**src/rtl/alu_op_issue_if.sv**
```systemverilog
// alu_op_issue_if: valid/ready bundle around the ALU operation issue block.
//   Upstream side : in_valid, in_ready, in_aluop, in_funct3, in_funct7,
//                   in_srca, in_srcb
//   Downstream side: out_valid, out_ready, out_operation, out_srca,
//                   out_srcb, out_illegal
// modport master : the issue block (accepts decode packets, drives the ALU)
// modport slave  : its environment (decode stage plus ALU stage)
interface alu_op_issue_if #(
  parameter int DATA_WIDTH    = 32,
  parameter int OPCODE_LENGTH = 4
);
  logic                     in_valid;
  logic                     in_ready;
  logic [1:0]               in_aluop;
  logic [2:0]               in_funct3;
  logic [6:0]               in_funct7;
  logic [DATA_WIDTH-1:0]    in_srca;
  logic [DATA_WIDTH-1:0]    in_srcb;
  logic                     out_valid;
  logic                     out_ready;
  logic [OPCODE_LENGTH-1:0] out_operation;
  logic [DATA_WIDTH-1:0]    out_srca;
  logic [DATA_WIDTH-1:0]    out_srcb;
  logic                     out_illegal;

  modport master (
    input  in_valid, in_aluop, in_funct3, in_funct7, in_srca, in_srcb, out_ready,
    output in_ready, out_valid, out_operation, out_srca, out_srcb, out_illegal
  );

  modport slave (
    output in_valid, in_aluop, in_funct3, in_funct7, in_srca, in_srcb, out_ready,
    input  in_ready, out_valid, out_operation, out_srca, out_srcb, out_illegal
  );
endinterface

```
**src/rtl/alu_op_issue.sv**
```systemverilog
// alu_op_issue: decodes ALUOp/funct3/funct7 into an ALU Operation code and
// issues {operation, srca, srcb, illegal} to the ALU through a two-entry
// skid buffer (OUT register drives the ports, SKID absorbs one overflow).
// Ports:
//   clk   - rising-edge clock
//   reset - synchronous active-high reset, zeroes all state
//   flush - synchronous pipeline flush, drops both entries
//   bus   - alu_op_issue_if.master (upstream and downstream handshakes)
//   perf_issued / perf_illegal - 16-bit pop counters, only present when
//                                ALU_OP_ISSUE_PERF_EN is defined
module alu_op_issue #(
  parameter int DATA_WIDTH    = 32,
  parameter int OPCODE_LENGTH = 4
) (
  input  logic clk,
  input  logic reset,
  input  logic flush,
  alu_op_issue_if.master bus
`ifdef ALU_OP_ISSUE_PERF_EN
  ,
  output logic [15:0] perf_issued,
  output logic [15:0] perf_illegal
`endif
);

  localparam logic [OPCODE_LENGTH-1:0] OP_AND = OPCODE_LENGTH'(4'b0000);
  localparam logic [OPCODE_LENGTH-1:0] OP_OR  = OPCODE_LENGTH'(4'b0001);
  localparam logic [OPCODE_LENGTH-1:0] OP_ADD = OPCODE_LENGTH'(4'b0010);
  localparam logic [OPCODE_LENGTH-1:0] OP_EQ  = OPCODE_LENGTH'(4'b1000);
  localparam logic [OPCODE_LENGTH-1:0] OP_XOR = OPCODE_LENGTH'(4'b1001);
  // The ALU produces 0 for this code, so illegal packets are harmless downstream.
  localparam logic [OPCODE_LENGTH-1:0] OP_ILL = OPCODE_LENGTH'(4'b1111);

  typedef struct packed {
    logic [OPCODE_LENGTH-1:0] op;
    logic [DATA_WIDTH-1:0]    srca;
    logic [DATA_WIDTH-1:0]    srcb;
    logic                     ill;
  } pkt_t;

  typedef enum logic [1:0] {EMPTY = 2'd0, ONE = 2'd1, FULL = 2'd2} state_e;

  // Returns {illegal, operation}.
  function automatic logic [OPCODE_LENGTH:0] decode_op(input logic [1:0] aluop,
                                                       input logic [2:0] f3,
                                                       input logic [6:0] f7);
    logic [OPCODE_LENGTH:0] r;
    r = {1'b1, OP_ILL};
    case (aluop)
      2'b00: r = {1'b0, OP_ADD};
      2'b01: r = (f3 == 3'b000) ? {1'b0, OP_EQ} : {1'b1, OP_ILL};
      2'b10: begin
        case (f3)
          3'b000:  r = (f7 == 7'b0000000) ? {1'b0, OP_ADD} : {1'b1, OP_ILL};
          3'b111:  r = {1'b0, OP_AND};
          3'b110:  r = {1'b0, OP_OR};
          3'b100:  r = {1'b0, OP_XOR};
          default: r = {1'b1, OP_ILL};
        endcase
      end
      default: r = {1'b1, OP_ILL};
    endcase
    return r;
  endfunction

  pkt_t   in_pkt_s;
  pkt_t   out_pkt_q, out_pkt_d;
  pkt_t   skid_pkt_q, skid_pkt_d;
  logic   out_v_q, out_v_d;
  logic   skid_v_q, skid_v_d;
  logic   in_ready_q;
  logic   accept_s, pop_s;
  state_e state_s;
  logic [OPCODE_LENGTH:0] dec_s;

  // Input-side decode into a packet.
  always_comb begin
    dec_s         = decode_op(bus.in_aluop, bus.in_funct3, bus.in_funct7);
    in_pkt_s.op   = dec_s[OPCODE_LENGTH-1:0];
    in_pkt_s.ill  = dec_s[OPCODE_LENGTH];
    in_pkt_s.srca = bus.in_srca;
    in_pkt_s.srcb = bus.in_srcb;
  end

  assign accept_s = bus.in_valid & in_ready_q;
  assign pop_s    = out_v_q & bus.out_ready;

  // Occupancy is implied by the two valid bits.
  always_comb begin
    if (skid_v_q) begin
      state_s = FULL;
    end else if (out_v_q) begin
      state_s = ONE;
    end else begin
      state_s = EMPTY;
    end
  end

  // Next-state for both entries; flush beats any accept.
  always_comb begin
    out_v_d    = out_v_q;
    skid_v_d   = skid_v_q;
    out_pkt_d  = out_pkt_q;
    skid_pkt_d = skid_pkt_q;
    if (flush) begin
      out_v_d  = 1'b0;
      skid_v_d = 1'b0;
    end else begin
      case (state_s)
        EMPTY: begin
          if (accept_s) begin
            out_v_d   = 1'b1;
            out_pkt_d = in_pkt_s;
          end else begin
            out_v_d = 1'b0;
          end
        end
        ONE: begin
          if (accept_s && pop_s) begin
            out_pkt_d = in_pkt_s;
          end else if (accept_s) begin
            skid_v_d   = 1'b1;
            skid_pkt_d = in_pkt_s;
          end else if (pop_s) begin
            out_v_d = 1'b0;
          end else begin
            out_v_d = 1'b1;
          end
        end
        FULL: begin
          // in_ready is low here, so only a pop can move the buffer.
          if (pop_s) begin
            out_pkt_d = skid_pkt_q;
            skid_v_d  = 1'b0;
          end else begin
            skid_v_d = 1'b1;
          end
        end
        default: begin
          out_v_d  = 1'b0;
          skid_v_d = 1'b0;
        end
      endcase
    end
  end

  // Entry registers; in_ready is registered from the next SKID state so
  // out_ready has no combinational path to in_ready.
  always_ff @(posedge clk) begin
    if (reset) begin
      out_v_q    <= 1'b0;
      skid_v_q   <= 1'b0;
      out_pkt_q  <= '0;
      skid_pkt_q <= '0;
      in_ready_q <= 1'b1;
    end else begin
      out_v_q    <= out_v_d;
      skid_v_q   <= skid_v_d;
      out_pkt_q  <= out_pkt_d;
      skid_pkt_q <= skid_pkt_d;
      in_ready_q <= ~skid_v_d;
    end
  end

  assign bus.in_ready      = in_ready_q;
  assign bus.out_valid     = out_v_q;
  assign bus.out_operation = out_pkt_q.op;
  assign bus.out_srca      = out_pkt_q.srca;
  assign bus.out_srcb      = out_pkt_q.srcb;
  assign bus.out_illegal   = out_pkt_q.ill;

`ifdef ALU_OP_ISSUE_PERF_EN
  logic [15:0] perf_issued_q;
  logic [15:0] perf_illegal_q;

  // Pop counters; a pop in a flush cycle still counts, flush never clears them.
  always_ff @(posedge clk) begin
    if (reset) begin
      perf_issued_q  <= 16'd0;
      perf_illegal_q <= 16'd0;
    end else begin
      if (pop_s) begin
        perf_issued_q <= perf_issued_q + 16'd1;
      end
      if (pop_s && out_pkt_q.ill) begin
        perf_illegal_q <= perf_illegal_q + 16'd1;
      end
    end
  end

  assign perf_issued  = perf_issued_q;
  assign perf_illegal = perf_illegal_q;
`endif

endmodule

```
**src/flat_wrapper.sv**
```systemverilog
// flat-port wrapper written by rule: the top's interface ports become plain ports
module alu_op_issue_flat 
#(
  parameter int DATA_WIDTH    = 32,
  parameter int OPCODE_LENGTH = 4
)
  (clk, reset, flush, bus_in_valid, bus_in_aluop, bus_in_funct3, bus_in_funct7, bus_in_srca, bus_in_srcb, bus_out_ready, bus_in_ready, bus_out_valid, bus_out_operation, bus_out_srca, bus_out_srcb, bus_out_illegal);
  alu_op_issue_if #(.DATA_WIDTH(DATA_WIDTH), .OPCODE_LENGTH(OPCODE_LENGTH)) bus_i ();
  input  logic clk;
  input  logic reset;
  input  logic flush;
  input wire logic [$bits(bus_i.in_valid)-1:0] bus_in_valid;
  input wire logic [$bits(bus_i.in_aluop)-1:0] bus_in_aluop;
  input wire logic [$bits(bus_i.in_funct3)-1:0] bus_in_funct3;
  input wire logic [$bits(bus_i.in_funct7)-1:0] bus_in_funct7;
  input wire logic [$bits(bus_i.in_srca)-1:0] bus_in_srca;
  input wire logic [$bits(bus_i.in_srcb)-1:0] bus_in_srcb;
  input wire logic [$bits(bus_i.out_ready)-1:0] bus_out_ready;
  output wire logic [$bits(bus_i.in_ready)-1:0] bus_in_ready;
  output wire logic [$bits(bus_i.out_valid)-1:0] bus_out_valid;
  output wire logic [$bits(bus_i.out_operation)-1:0] bus_out_operation;
  output wire logic [$bits(bus_i.out_srca)-1:0] bus_out_srca;
  output wire logic [$bits(bus_i.out_srcb)-1:0] bus_out_srcb;
  output wire logic [$bits(bus_i.out_illegal)-1:0] bus_out_illegal;
  assign bus_i.in_valid = bus_in_valid;
  assign bus_i.in_aluop = bus_in_aluop;
  assign bus_i.in_funct3 = bus_in_funct3;
  assign bus_i.in_funct7 = bus_in_funct7;
  assign bus_i.in_srca = bus_in_srca;
  assign bus_i.in_srcb = bus_in_srcb;
  assign bus_i.out_ready = bus_out_ready;
  assign bus_in_ready = bus_i.in_ready;
  assign bus_out_valid = bus_i.out_valid;
  assign bus_out_operation = bus_i.out_operation;
  assign bus_out_srca = bus_i.out_srca;
  assign bus_out_srcb = bus_i.out_srcb;
  assign bus_out_illegal = bus_i.out_illegal;
  alu_op_issue #(.DATA_WIDTH(DATA_WIDTH), .OPCODE_LENGTH(OPCODE_LENGTH)) u_core (.clk(clk), .reset(reset), .flush(flush), .bus(bus_i));
endmodule
```
**config.mk**
```make
export PLATFORM = sky130hd
export DESIGN_NAME = alu_op_issue_flat
export DESIGN_NICKNAME = d
export VERILOG_FILES = /design/src/rtl/alu_op_issue_if.sv /design/src/rtl/alu_op_issue.sv /design/src/flat_wrapper.sv
export SDC_FILE = /design/constraint.sdc
export NUM_CORES = 1
export LEC_CHECK = 0
export BUFFER_PORTS_ARGS = -buffer_cell sky130_fd_sc_hd__buf_2
export CAP_MARGIN = 20
export CELL_PAD_IN_SITES_DETAIL_PLACEMENT = 0
export CELL_PAD_IN_SITES_GLOBAL_PLACEMENT = 1
export CORE_UTILIZATION = 35
export DETAILED_ROUTE_END_ITERATION = 8
export GPL_ROUTABILITY_DRIVEN = 0
export PLACE_DENSITY_LB_ADDON = 0.25
export SYNTH_ARGS = -nofsm -noshare
export SYNTH_HDL_FRONTEND = slang
export SYNTH_SLANG_ARGS = --single-unit
```
**constraint.sdc**
```tcl
create_clock -name clk -period 1.3 [get_ports clk]
set_input_delay 0.195 -clock clk [delete_from_list [all_inputs] [get_ports clk]]
set_output_delay 0.195 -clock clk [all_outputs]
set_load 0.005 [all_outputs]
```
==> metrics <==
wire per inst 14.4 um; H-tree levels 4; minimum clock period after layout 1.63 ns; post-synth cell types 30; CP arrival 1.95 ns; first-pass GRT wire length 23.3 mm; #FFs+latches synth 139; GR Util All Layers 18.2%; I/O Buffers 151; Final nets 885; DRT iter0 DRCs 213; RSZ-0062 raised after global routing true; max-slew violation count 0; GRT overflow 0; number of synthesis warnings 0; area grow syn2layout 41.7%; CTS hold repair buffers 0; core box area 15400 um2; met3 Use GR 5.59%; final period utilization 125%; initial antenna violation count 1; WL final 14.9 mm; clk root buf clkbuf_16; CTS tree built; post-placement cell count 978; Residual DRC 0; GR Util met1 22.2%; Slew headroom 69.4%; Slew @ Worst Pin 0.459 ns; final cell count without fillers 1028; worst-skew pair later-pin latency 0.41 ns; clock slew at reported path FFs 0.06 ns; Setup WS pre-CTS -0.357 ns; syn avg cell area 8.75 um2; DRT Pass-1 Iters 4; row count 45; vias in the first global route 4710; largest net degree at the start of global routing 65; # IOs 152; number of CTS-inserted buffers 17; layout cells sized above 1 36.0%; Pleak 3.01 nW; Final ANT Viol Nets 0; failing checks negative setup slack; die area 16400 um2; Worst Clk Skew 0.00682 ns; vias per cell 4.86; Hold Vio Cnt, Final 0; min-delay worst type in2reg; fmax 615 MHz; routing usage on met2 29.8%; Initial Utilization 36.2%; Required @ worst endpoint 1.63 ns; worst vdd ir 0.873 mV; status finished with violations; crit start category flop; cells after synthesis 636; Final Worst Setup Slack -0.325 ns; Die H 128 um; CP Max Fanout 16; Worst setup EP type flop; Seq/Total Area, Yosys 50.0%; CP Class reg2reg; CTS Sinks 139; GRT Max-Usage Layer met2; Die Wd 128 um; cell area after synthesis 5560 um2; Max-Cap Viols 0; setup violators final 136; via count 4997; Cell Pwr Density 1310 nW/um2; Clock Path Buffers 2; DP HPWL 9.47 mm; syn nets 717
[kinds of logic after synthesis]
kind of cell    count (synthesis)  share of synthesized area (%)
compound gates                147                           16.8
buf+inv                        55                           4.88
mux                            64                           11.5
flops                         139                           50.0
simple gates                  231                           16.8
[flip-flops by register name, indices dropped and copies added (netlist names)]
name	count
u_core.bus.out_srca	32
u_core.bus.out_valid	1
u_core.bus.out_operation	4
u_core.bus.in_ready	1
u_core.skid_pkt_q	68
u_core.skid_v_q	1
u_core.bus.out_srcb	32
[synthesized netlist by cell type (all sizes together)]
master | n | area share [%]
dfxtp | 139 | 50
o21ai | 1 | 0.090
and3 | 1 | 0.11
buf | 34 | 3.5
a221o | 1 | 0.18
clkbuf | 20 | 1.3
nand3 | 4 | 0.36
nand4b | 2 | 0.31
nor4b | 1 | 0.27
or4 | 1 | 0.13
inv | 1 | 0.067
o221ai | 1 | 0.16
nor2 | 71 | 4.8
nor3 | 2 | 0.18
mux2i | 64 | 12
nand2 | 139 | 9.4
nand2b | 3 | 0.34
nor4 | 3 | 0.34
nand4bb | 1 | 0.20
a21o | 2 | 0.27
a221oi | 1 | 0.16
or2 | 1 | 0.11
a21oi | 72 | 6.5
a311oi | 2 | 0.31
and3b | 1 | 0.16
a211oi | 67 | 9.1
nand3b | 1 | 0.13
[layout by cell type, fill, tap and decap left out, types with 10 or more instances in the layout]
cell type and count:
buf_2 150, nand2_1 139, dfxtp_1 136, a21oi_1 71, mux2i_1 64, nor2_1 52
a211oi_1 37, a211oi_2 29, buf_4 25, clkbuf_16 20, buf_12 11, nor2_4 10
[what timing repair did]
action                     in CTS  in global routing
buffers inserted                5                  6
pin swaps                       8                 17
resized for setup              22                 65
hold endpoints to repair        0                  0
gates cloned                    4                  4
setup endpoints to repair     139                139
[layer usage]
metal | up-vias | share of wire [%] | routed length, um
met2 | 97 | 48 | 7130
li1 | 2541 | - | -
met5 | - | 0 | 0
met3 | 18 | 4.3 | 642
met1 | 2341 | 46 | 6830
met4 | 0 | 1.6 | 242
[per-stage QoR]
stage	TNS, ns	hold slack [ns]	util, %	area (um2)	power [mW]
after floorplan	-4.78	0.267	-	5610	5.11
after global placement	-28.95	0.441	43.6	6710	5.58
after detailed placement	-36.36	0.447	43.6	6710	5.61
after CTS	-32.45	0.00647	48.8	7490	10.3
after global routing	-41.36	0.00735	51.3	7890	10.8
final	-28.35	0.0230	51.3	7890	10.4
[layout make-up]
cell class | count | area, um2
fillers | 1463 | 7490
flip-flops and latches | 139 | 2790
clock inverters | 11 | 95.1
diodes | 1 | 2.50
well taps | 211 | 264
clock buffers | 20 | 467
multi-input cells | 442 | 2800
repair buffers | 203 | 1460
inverters | 1 | 3.75
[worst max-delay path, cell delays in order (launching register included)]
cell      delay (ns)
dfxtp_4         0.35
or2_4           0.24
a211oi_4        0.23
buf_6           0.16
buf_12          0.14
buf_12          0.14
nor2_1          0.06
a211oi_2        0.22
[power breakdown]
group	switching [mW]	internal [mW]	total, mW
clock	1.80	2.76	4.55
sequential	0.110	4.44	4.55
combinational	0.616	0.635	1.25
[path summary, 6_finish.rpt]
kind	start	end	slack, ns	cells after the start
max reg2reg	u_core.skid_v_q	u_core.bus.out_srca[25]	-0.33	7
max	u_core.skid_v_q	u_core.bus.out_srca[25]	-0.33	7
min reg2reg	u_core.skid_pkt_q[50]	u_core.skid_pkt_q[50]	0.45	2
min	bus_in_srcb[13]	u_core.skid_pkt_q[14]	0.02	3
(Power assumes the default switching activity.)
